$ cat src/rtl/dcache_controller.sv
`default_nettype none
// ============================================================================
// Module      : dcache_controller
// Description : Direct-mapped, write-back / write-allocate data cache
//               controller. 8 lines x 4 bytes, 3-bit tags, byte-wide CPU and
//               memory interfaces. Read hits return data in the request cycle.
//               Misses write back a dirty victim, fetch the new line into a
//               buffer and install it before the request is replayed as a hit.
// Options     : define DCACHE_STATS_EN to build the saturating hit/miss
//               statistics counters; otherwise HIT_COUNT/MISS_COUNT read 0.
// Revision    : 1.0 - initial release
// ============================================================================
module dcache_controller #(
    parameter int STAT_WIDTH = 16
) (
    input  logic                  CLK,
    input  logic                  RESET,
    input  logic                  READ,
    input  logic                  WRITE,
    input  logic [7:0]            ADDRESS,
    input  logic [7:0]            WRITEDATA,
    output logic [7:0]            READDATA,
    output logic                  BUSYWAIT,
    output logic                  MEM_READ,
    output logic                  MEM_WRITE,
    output logic [7:0]            MEM_ADDRESS,
    output logic [7:0]            MEM_WRITEDATA,
    input  logic [7:0]            MEM_READDATA,
    input  logic                  MEM_BUSYWAIT,
    output logic [STAT_WIDTH-1:0] HIT_COUNT,
    output logic [STAT_WIDTH-1:0] MISS_COUNT
);

    // Controller states
    localparam logic [1:0] c_IDLE      = 2'd0;
    localparam logic [1:0] c_WRITEBACK = 2'd1;
    localparam logic [1:0] c_FETCH     = 2'd2;
    localparam logic [1:0] c_UPDATE    = 2'd3;

    // Line storage: data and tag need no reset, valid/dirty do
    logic [31:0] r_data_q  [0:7];
    logic [2:0]  r_tag_q   [0:7];
    logic [7:0]  r_valid_q;
    logic [7:0]  r_dirty_q;

    // Miss sequencing
    logic [1:0]  r_state_q, r_state_d;
    logic [1:0]  r_cnt_q,   r_cnt_d;
    logic        r_seen_q,  r_seen_d;   // memory busy observed for current byte
    logic [31:0] r_buf_q;               // refill line buffer

    // Address decode and lookup
    logic [2:0]  w_index;
    logic [2:0]  w_tag;
    logic [1:0]  w_off;
    logic [31:0] w_line;
    logic [7:0]  w_byte;
    logic [7:0]  w_victim_byte;
    logic        w_req;
    logic        w_hit;
    logic        w_idle;
    logic        w_hit_evt;
    logic        w_wr_hit;
    logic        w_miss;
    logic        w_xfer_done;

    assign w_index       = ADDRESS[4:2];
    assign w_tag         = ADDRESS[7:5];
    assign w_off         = ADDRESS[1:0];
    assign w_line        = r_data_q[w_index];
    assign w_byte        = w_line[{w_off, 3'b000} +: 8];
    assign w_victim_byte = w_line[{r_cnt_q, 3'b000} +: 8];
    assign w_req         = READ | WRITE;
    assign w_hit         = r_valid_q[w_index] && (r_tag_q[w_index] == w_tag);
    assign w_idle        = (r_state_q == c_IDLE);

    // A request serviced in IDLE; simultaneous READ and WRITE acts as READ only
    assign w_hit_evt   = !RESET && w_idle && w_req && w_hit;
    assign w_wr_hit    = w_hit_evt && WRITE && !READ;
    assign w_miss      = !RESET && w_idle && w_req && !w_hit;

    // A byte completes once busy has been seen high and then drops
    assign w_xfer_done = r_seen_q && !MEM_BUSYWAIT;

    // Next-state, byte counter and busy-seen tracking
    always_comb begin
        r_state_d = r_state_q;
        r_cnt_d   = r_cnt_q;
        r_seen_d  = r_seen_q;
        case (r_state_q)
            c_IDLE: begin
                if (w_miss) begin
                    r_state_d = (r_valid_q[w_index] && r_dirty_q[w_index]) ? c_WRITEBACK : c_FETCH;
                    r_cnt_d   = 2'd0;
                    r_seen_d  = 1'b0;
                end
            end
            c_WRITEBACK, c_FETCH: begin
                if (MEM_BUSYWAIT) begin
                    r_seen_d = 1'b1;
                end else if (r_seen_q) begin
                    r_seen_d = 1'b0;
                    r_cnt_d  = r_cnt_q + 2'd1;   // wraps 3 -> 0 for the next state
                    if (r_cnt_q == 2'd3) begin
                        r_state_d = (r_state_q == c_WRITEBACK) ? c_FETCH : c_UPDATE;
                    end
                end
            end
            c_UPDATE: begin
                r_state_d = c_IDLE;
                r_cnt_d   = 2'd0;
                r_seen_d  = 1'b0;
            end
            default: begin
                r_state_d = c_IDLE;
                r_cnt_d   = 2'd0;
                r_seen_d  = 1'b0;
            end
        endcase
    end

    // Control state and line status bits; reset aborts any miss in flight
    always_ff @(posedge CLK) begin
        if (RESET) begin
            r_state_q <= c_IDLE;
            r_cnt_q   <= 2'd0;
            r_seen_q  <= 1'b0;
            r_valid_q <= 8'h00;
            r_dirty_q <= 8'h00;
        end else begin
            r_state_q <= r_state_d;
            r_cnt_q   <= r_cnt_d;
            r_seen_q  <= r_seen_d;
            if (w_wr_hit) begin
                r_dirty_q[w_index] <= 1'b1;
            end
            if (r_state_q == c_UPDATE) begin
                r_valid_q[w_index] <= 1'b1;
                r_dirty_q[w_index] <= 1'b0;
            end
        end
    end

    // Data array, tag array and refill buffer; writes suppressed under reset
    always_ff @(posedge CLK) begin
        if (w_wr_hit) begin
            r_data_q[w_index][{w_off, 3'b000} +: 8] <= WRITEDATA;
        end
        if (!RESET && (r_state_q == c_FETCH) && w_xfer_done) begin
            r_buf_q[{r_cnt_q, 3'b000} +: 8] <= MEM_READDATA;
        end
        if (!RESET && (r_state_q == c_UPDATE)) begin
            r_data_q[w_index] <= r_buf_q;
            r_tag_q[w_index]  <= w_tag;
        end
    end

    // CPU and memory side outputs; everything held at zero while in reset
    always_comb begin
        READDATA      = 8'h00;
        BUSYWAIT      = 1'b0;
        MEM_READ      = 1'b0;
        MEM_WRITE     = 1'b0;
        MEM_ADDRESS   = 8'h00;
        MEM_WRITEDATA = 8'h00;
        if (!RESET) begin
            case (r_state_q)
                c_IDLE: begin
                    BUSYWAIT = w_req && !w_hit;
                    if (READ && w_hit) begin
                        READDATA = w_byte;
                    end
                end
                c_WRITEBACK: begin
                    BUSYWAIT      = 1'b1;
                    MEM_WRITE     = 1'b1;
                    MEM_ADDRESS   = {r_tag_q[w_index], w_index, r_cnt_q};
                    MEM_WRITEDATA = w_victim_byte;
                end
                c_FETCH: begin
                    BUSYWAIT    = 1'b1;
                    MEM_READ    = 1'b1;
                    MEM_ADDRESS = {ADDRESS[7:2], r_cnt_q};
                end
                c_UPDATE: begin
                    BUSYWAIT = 1'b1;
                end
                default: begin
                    BUSYWAIT = 1'b0;
                end
            endcase
        end
    end

`ifdef DCACHE_STATS_EN
    logic [STAT_WIDTH-1:0] r_hit_cnt_q;
    logic [STAT_WIDTH-1:0] r_miss_cnt_q;

    // Saturating counters: one hit per serviced request, one miss per miss entry
    always_ff @(posedge CLK) begin
        if (RESET) begin
            r_hit_cnt_q  <= '0;
            r_miss_cnt_q <= '0;
        end else begin
            if (w_hit_evt && (r_hit_cnt_q != {STAT_WIDTH{1'b1}})) begin
                r_hit_cnt_q <= r_hit_cnt_q + 1'b1;
            end
            if (w_miss && (r_miss_cnt_q != {STAT_WIDTH{1'b1}})) begin
                r_miss_cnt_q <= r_miss_cnt_q + 1'b1;
            end
        end
    end

    assign HIT_COUNT  = r_hit_cnt_q;
    assign MISS_COUNT = r_miss_cnt_q;
`else
    assign HIT_COUNT  = '0;
    assign MISS_COUNT = '0;
`endif

endmodule
`default_nettype wire

$ cat config.mk
export PLATFORM = sky130hd
export DESIGN_NAME = dcache_controller
export DESIGN_NICKNAME = d
export VERILOG_FILES = /design/src/rtl/dcache_controller.sv
export SDC_FILE = /design/constraint.sdc
export NUM_CORES = 1
export LEC_CHECK = 0
export ABC_AREA = 1
export CAP_MARGIN = 20
export CORE_AREA = 2 2 224 226
export CTS_BUF_LIST = sky130_fd_sc_hd__clkbuf_4 sky130_fd_sc_hd__clkbuf_8 sky130_fd_sc_hd__clkbuf_16
export DETAILED_ROUTE_END_ITERATION = 8
export DIE_AREA = 0 0 226 228
export PLACE_DENSITY = 0.5
export SYNTH_ARGS = -nofsm -noshare
export SYNTH_HDL_FRONTEND = slang
export SYNTH_SLANG_ARGS = --single-unit
$ cat constraint.sdc
create_clock -name CLK -period 4.3 [get_ports CLK]
set_input_delay 0.86 -clock CLK [delete_from_list [all_inputs] [get_ports CLK]]
set_output_delay 0.86 -clock CLK [all_outputs]
set_load 0.02 [all_outputs]
==> metrics, run 1 <==
Period minus WS final 4.17 ns; RSZ-0062 raised after global routing no; chip width 226 um; share of flip-flops with an asynchronous set or reset after synthesis 0; I/O pin cnt 88; RR Endpoint r_buf_q[6]; Crit path top cell by count nand2_1; Max stage delay on crit path 0.51 ns; average cell area after synthesis 11.4 um^2; root buffer cell clkbuf_16; Final Slew Violations 0; HPWL after DPL 29800 um; layout cell share with drive strength beyond 1 0.183; core area 0.0493 mm^2; depth of the CTS H-tree 2; Initial Util 0.295; Tcrit/Tclk final 0.971; fin util 0.372; leading cell type in the layout, fill and taps excluded nand2_1; sequential fraction of the synthesis area 0.672; r2r worst-path depth 5; DP Area 0.0170 mm^2; drt first pass iters 5; Slew headroom 0.389; Worst EP required 3.44 ns; Initial DRC Count 824; CTS tree yes; drt total wl 42300 um; Ys Warns 0; antenna cell count 0; post-synthesis cell count 1279; most frequent cells in the layout nand2_1, edfxtp_1, buf_4; worst path cell trace clkdlybuf4s50_1, buf_12, inv_4, nand2_1, nor2_4, buf_12, a22o_1, a21oi_1, nand4_1, buf_4, nand2_1, nand2_1, nand2_1, a21oi_4, buf_4, buf_4; Final ANT Viol Nets 0; Worst-Skew Late Latency 0.54 ns; R2R setup slack 0.91 ns; GRT Overall Usage 0.161; FILL cells 4775; critical register-to-register path startpoint r_cnt_q[1]; most used flip-flop cell after synthesis edfxtp_1; clk_skew 0.0253 ns; Cell Rows 82; IO buf count 55; # DRC 0; CTS Buffer Depth 3; pin count of the biggest net entering global routing 43; Clock transition at path regs 0.06 ns; Netlist cell types 42; CP Class input port to output pin; Critical Path AT 3.31 ns; Synth-to-Final Area Change 26.0%; die height 228 um; Seq cells post-synth 333; Slowest-stage cell, CP clkdlybuf4s50_1; GPL Wtd Cong 0.807; CTS sink count 333; CP Launch Point ADDRESS[4]; global-route wire length before repair 61700 um; initial antenna violation count 3; P_leak 6.87 nW; final instance area 0.0183 mm^2; Final Net Count 1523; Least-Margin Pin Slew 0.907 ns; Peak VDD IR 0.000391 V; nature of the critical path startpoint input port; Final Hold Vio Count 0; area of the mapped netlist 0.0146 mm^2; Post-synth EDFFs 312; Vias/cell 4.72; vias in the first global route 9735; hold path depth 2; Hold Buf Count CTS 0; min-delay worst type register to register; vias 10.3k; Crit. End Element output pin; max cap viols 0; Overflow after GRT 0; status finished clean; Peak Freq 0.240 GHz; Setup Viol. Count Final 0; die area 0.0515 mm^2; worst-path fanout max 17; PwrDens 451 mW/mm^2; CTS buffer count 38; routed wirelength normalized by instance count 19.4 um
worst max-delay path by stage:
stage,to,depth (start not counted)
6_report,MEM_WRITEDATA[3],16
5_1_grt,MEM_WRITEDATA[0],13
4_1_cts,MEM_WRITEDATA[3],15
3_5_place_dp,MEM_WRITEDATA[3],14
3_3_place_gp,READDATA[0],18
2_1_floorplan,MEM_WRITEDATA[5],12
metrics by stage:
step	hold WS [ns]	power (mW)	instances	worst slack (ns)	setup TNS, ns
floorplan	0.429	4.56	1310	1.09	0
CTS	0.461	8.30	2173	-0.0544	-0.0688
detailed placement	0.452	5.10	2106	-0.358	-3.40
global route	0.492	8.60	2175	0.0134	0
global placement	0.444	5.09	2105	-0.385	-3.60
finish	0.460	8.26	2175	0.125	0
power by group:
part	internal (mW)	total [mW]	switching, mW
Clock	1.91	3.19	1.28
Sequential	3.63	3.66	0.0385
Combinational	0.443	1.41	0.963
Total	5.98	8.26	2.29
synth_stat cells, types with 2 or more instances:
cell        n  area (um^2)
nand2_1   318         1190
nor2_2      5         31.3
buf_6       5         56.3
nor2_4      2         22.5
a31oi_1     8         50.1
nand2_2     2         12.5
a22oi_1    15          113
inv_2       6         22.5
nand3_4     3         52.6
nand3b_1    2         15.0
buf_1       2         7.51
o21ai_1     4         20.0
and3_1      2         12.5
nand4_1    20          125
dfxtp_1    21          420
o211ai_1   16          120
o21ai_0    47          235
clkbuf_1   24         90.1
edfxtp_1  312         9370
nand3_1    46          230
nor2_1     91          342
nor3_1     17         85.1
o21a_1      3         22.5
o21bai_1    3         22.5
inv_1      87          327
o22ai_1     3         18.8
nand3_2     3         30.0
a221oi_1   26          228
ha_1       17          213
buf_4      35          263
a21oi_1    69          345
clkinv_1    4         15.0
a22o_1     30          263
buf_2      23          115
critical path, delay by kind of cell:
kind	cells	cell delay, ns
buffers and inverters	7	1.43
AO/OA/AOI/OAI	3	0.44
AND/OR/NAND/NOR	6	0.58
layer usage:
layer	global-route usage	vias to the layer above	part of all wire
li1	-	4858	-
met1	0.232	4926	0.45
met2	0.248	415	0.44
met3	0.0339	65	0.087
met4	0.0393	2	0.022
met5	0	-	0.00031
kinds of logic after synthesis:
kind of cell,count (synthesis),share of synthesized area
AOI/OAI and AO/OA,225,0.0998
adders and majority gates,17,0.0146
buffers and inverters,187,0.0620
DFF,333,0.672
muxes,1,0.000688
other,1,0.000258
and+or+nand+nor,515,0.150
cell type report:
cell class / count / area [um^2] / area share
clock buffer: 48 / 1040 / 0.0569
clock inverter: 18 / 191 / 0.0104
inverter: 98 / 373 / 0.0203
multi-input combinational: 790 / 4080 / 0.223
sequential: 333 / 9790 / 0.534
tap: 672 / 841 / 0.0459
timing repair buffer: 216 / 2020 / 0.110
repair_timing:
item,in CTS,in global routing
setup endpoints to repair,16,16
pin swaps,3,7
resized for setup,27,32
buffers inserted,1,2
flip-flops by register name, summed over array words and instances (netlist names), named ones only:
register,flops
r_buf_q,32
r_cnt_q,2
r_data_q,256
r_seen_q,1
r_state_q,2
r_tag_q,24
r_valid_q,8
(Power assumes the default switching activity.)
==> run 2: changes to the inputs <==
--- a/config.mk
+++ b/config.mk
@@ -15,3 +15,4 @@
 export SYNTH_ARGS = -nofsm -noshare
 export SYNTH_HDL_FRONTEND = slang
 export SYNTH_SLANG_ARGS = --single-unit
+export TNS_END_PERCENT = 30
==> run 2 against run 1 <==
Effect of this change: maximum frequency down 2.4%; power fell by 0.14%; critical path depth is 3 lower; routed wire length is 0.20% lower; final area decreased by 0.16%; via count hardly changed; register-to-register slack barely moved; combinational power is essentially flat; utilization shrank 0.061 points; count of clock-buffer cells in the layout unchanged; global-route usage about the same; critical path type unchanged; highest routed layer unchanged.
==> metrics, run 2 (synthesis gave the netlist of run 1 again) <==
status finished clean; Least-Margin Pin Slew 0.884 ns; Initial DRC Count 748; Overflow after GRT 0; worst path bufs/invs 5; Final Net Count 1520; Worst-Skew Late Latency 0.54 ns; GRT Overall Usage 0.161; PwrDens 451 mW/mm^2; Critical Path AT 3.42 ns; Peak Freq 0.234 GHz; placed cell count 2106; critical path's top delay family buffers and inverters; min-delay worst type register to register; CTS Buffer Depth 3; post-place setup slack -0.358 ns; Synth-to-Final Area Change 25.7%; Top Registers r_data_q: 256 flops, r_buf_q: 32 flops, r_tag_q: 24 flops; critical register-to-register path startpoint r_cnt_q[1]; Vias/cell 4.72; Sw Share 0.276; Final ANT Viol Nets 0; worst-path fanout max 11; HPWL after DPL 29800 um; worst path cell trace clkdlybuf4s50_1, buf_12, nand2_1, nor2_2, buf_4, a22oi_1, nand4_1, nand2_1, nand2_1, nand2_1, a21oi_4, buf_4, dlygate4sd2_1; routed wirelength normalized by instance count 19.4 um; Crit path top cell by count nand2_1; CTS sink count 333; Initial Util 0.295; Setup Viol. Count Final 0; switching pwr 2.28 mW; Non-Filler Instances 2172; Clk network pwr share 0.386; depth of the CTS H-tree 2; die area 0.0515 mm^2; drt first pass iters 5; global-route wire length before repair 61700 um; chip width 226 um; Slowest-stage cell, CP clkdlybuf4s50_1; Peak VDD IR 0.000389 V; CTS tree yes; layout cell share with drive strength beyond 1 0.175; number of flip-flops in the largest register 256; Final Hold Vio Count 0; antenna cell count 0; CP Class input port to output pin; Setup WS post-layout 0.0246 ns; Slew headroom 0.405; cell-internal power 5.97 mW; CP Launch Point ADDRESS[4]; CTS buffer count 38; Period minus WS final 4.28 ns; Hold Slack 0.464 ns; root buffer cell clkbuf_16; Final Slew Violations 0; most frequent cells in the layout nand2_1, edfxtp_1, buf_4; drt total wl 42200 um; # DRC 0; final instance area 0.0183 mm^2; clk_skew 0.0256 ns; GPL Wtd Cong 0.807; leading cell type in the layout, fill and taps excluded nand2_1; RSZ-0062 raised after global routing yes; Crit. End Element output pin; Tcrit/Tclk final 0.994; max cap viols 0; nature of the critical path startpoint input port; largest register by flop count r_data_q; Cell Rows 82; initial antenna violation count 3; sequential power share 0.444; I/O pin cnt 88; P_leak 6.91 nW; vias 10.3k; core area 0.0493 mm^2; die height 228 um; pin count of the biggest net entering global routing 43; Max stage delay on crit path 0.51 ns; vias in the first global route 9741; combinational share of power 0.169; Worst EP required 3.44 ns; DP Area 0.0170 mm^2; IO buf count 55; Clock transition at path regs 0.06 ns
run 2: changes by cell type in the layout (fill, tap and decap cells not counted), sizes merged:
cell | before | now
buf | 163 | 160
clkbuf | 54 | 49
clkdlybuf4s15 | 4 | 3
dlygate4sd2 | 4 | 8
dlymetal6s2s | 1 | 3
run 2: final timing paths:
path / to / slack (ns) / cells after the start
max: MEM_WRITEDATA[3] / 0.02 / 13
min: register / 0.46 / 2
max reg2reg: r_buf_q[5] / 0.92 / 5
min reg2reg: register / 0.46 / 2
run 2: power by group through the flow:
stage                     Combinational [mW]  Sequential (mW)  Clock, mW
after floorplan                        0.842             3.72          0
after global placement                  1.36             3.73          0
after detailed placement                1.37             3.73          0
after CTS                               1.38             3.66       3.25
after global routing                    1.54             3.67       3.38
final                                   1.40             3.67       3.19
run 2: repair_timing:
action	4_1_cts	5_1_grt
buffers inserted	0	0
gates resized for setup	23	15
hold buffers	0	0
pin swaps	1	1
setup endpoints to repair	16	13
run 2: through the flow:
step / power (mW) / setup TNS (ns) / utilization
floorplan: 4.56 / 0 / -
global route: 8.59 / -0.279 / 0.371
global placement: 5.09 / -3.60 / 0.345
CTS: 8.29 / -0.546 / 0.370
finish: 8.25 / 0 / 0.371
detailed placement: 5.10 / -3.40 / 0.345
run 2: area by class of cell:
cell class	instances	area (um^2)
sequential	333	9790
inverter	98	370
tap	672	841
fill	4777	31000
timing repair buffer	213	2020
clock buffer	48	1040
clock inverter	18	191
multi-input combinational	790	4060
run 2: worst register-to-register path, delay by kind of cell (launching register included):
family | cells | cell delay (ns)
adder cells (fa/ha/maj) | 1 | 0.88
flip-flops | 1 | 0.78
AND/OR/NAND/NOR | 2 | 0.46
buffers and inverters | 2 | 1.01
run 2: layer usage:
layer  vias up  track usage  wire (um)
met1      4933        0.232      18900
met4         2       0.0393        877
met2       416        0.248      18900
met3        56       0.0339       3540
met5         -            0         13
li1       4855            -          -
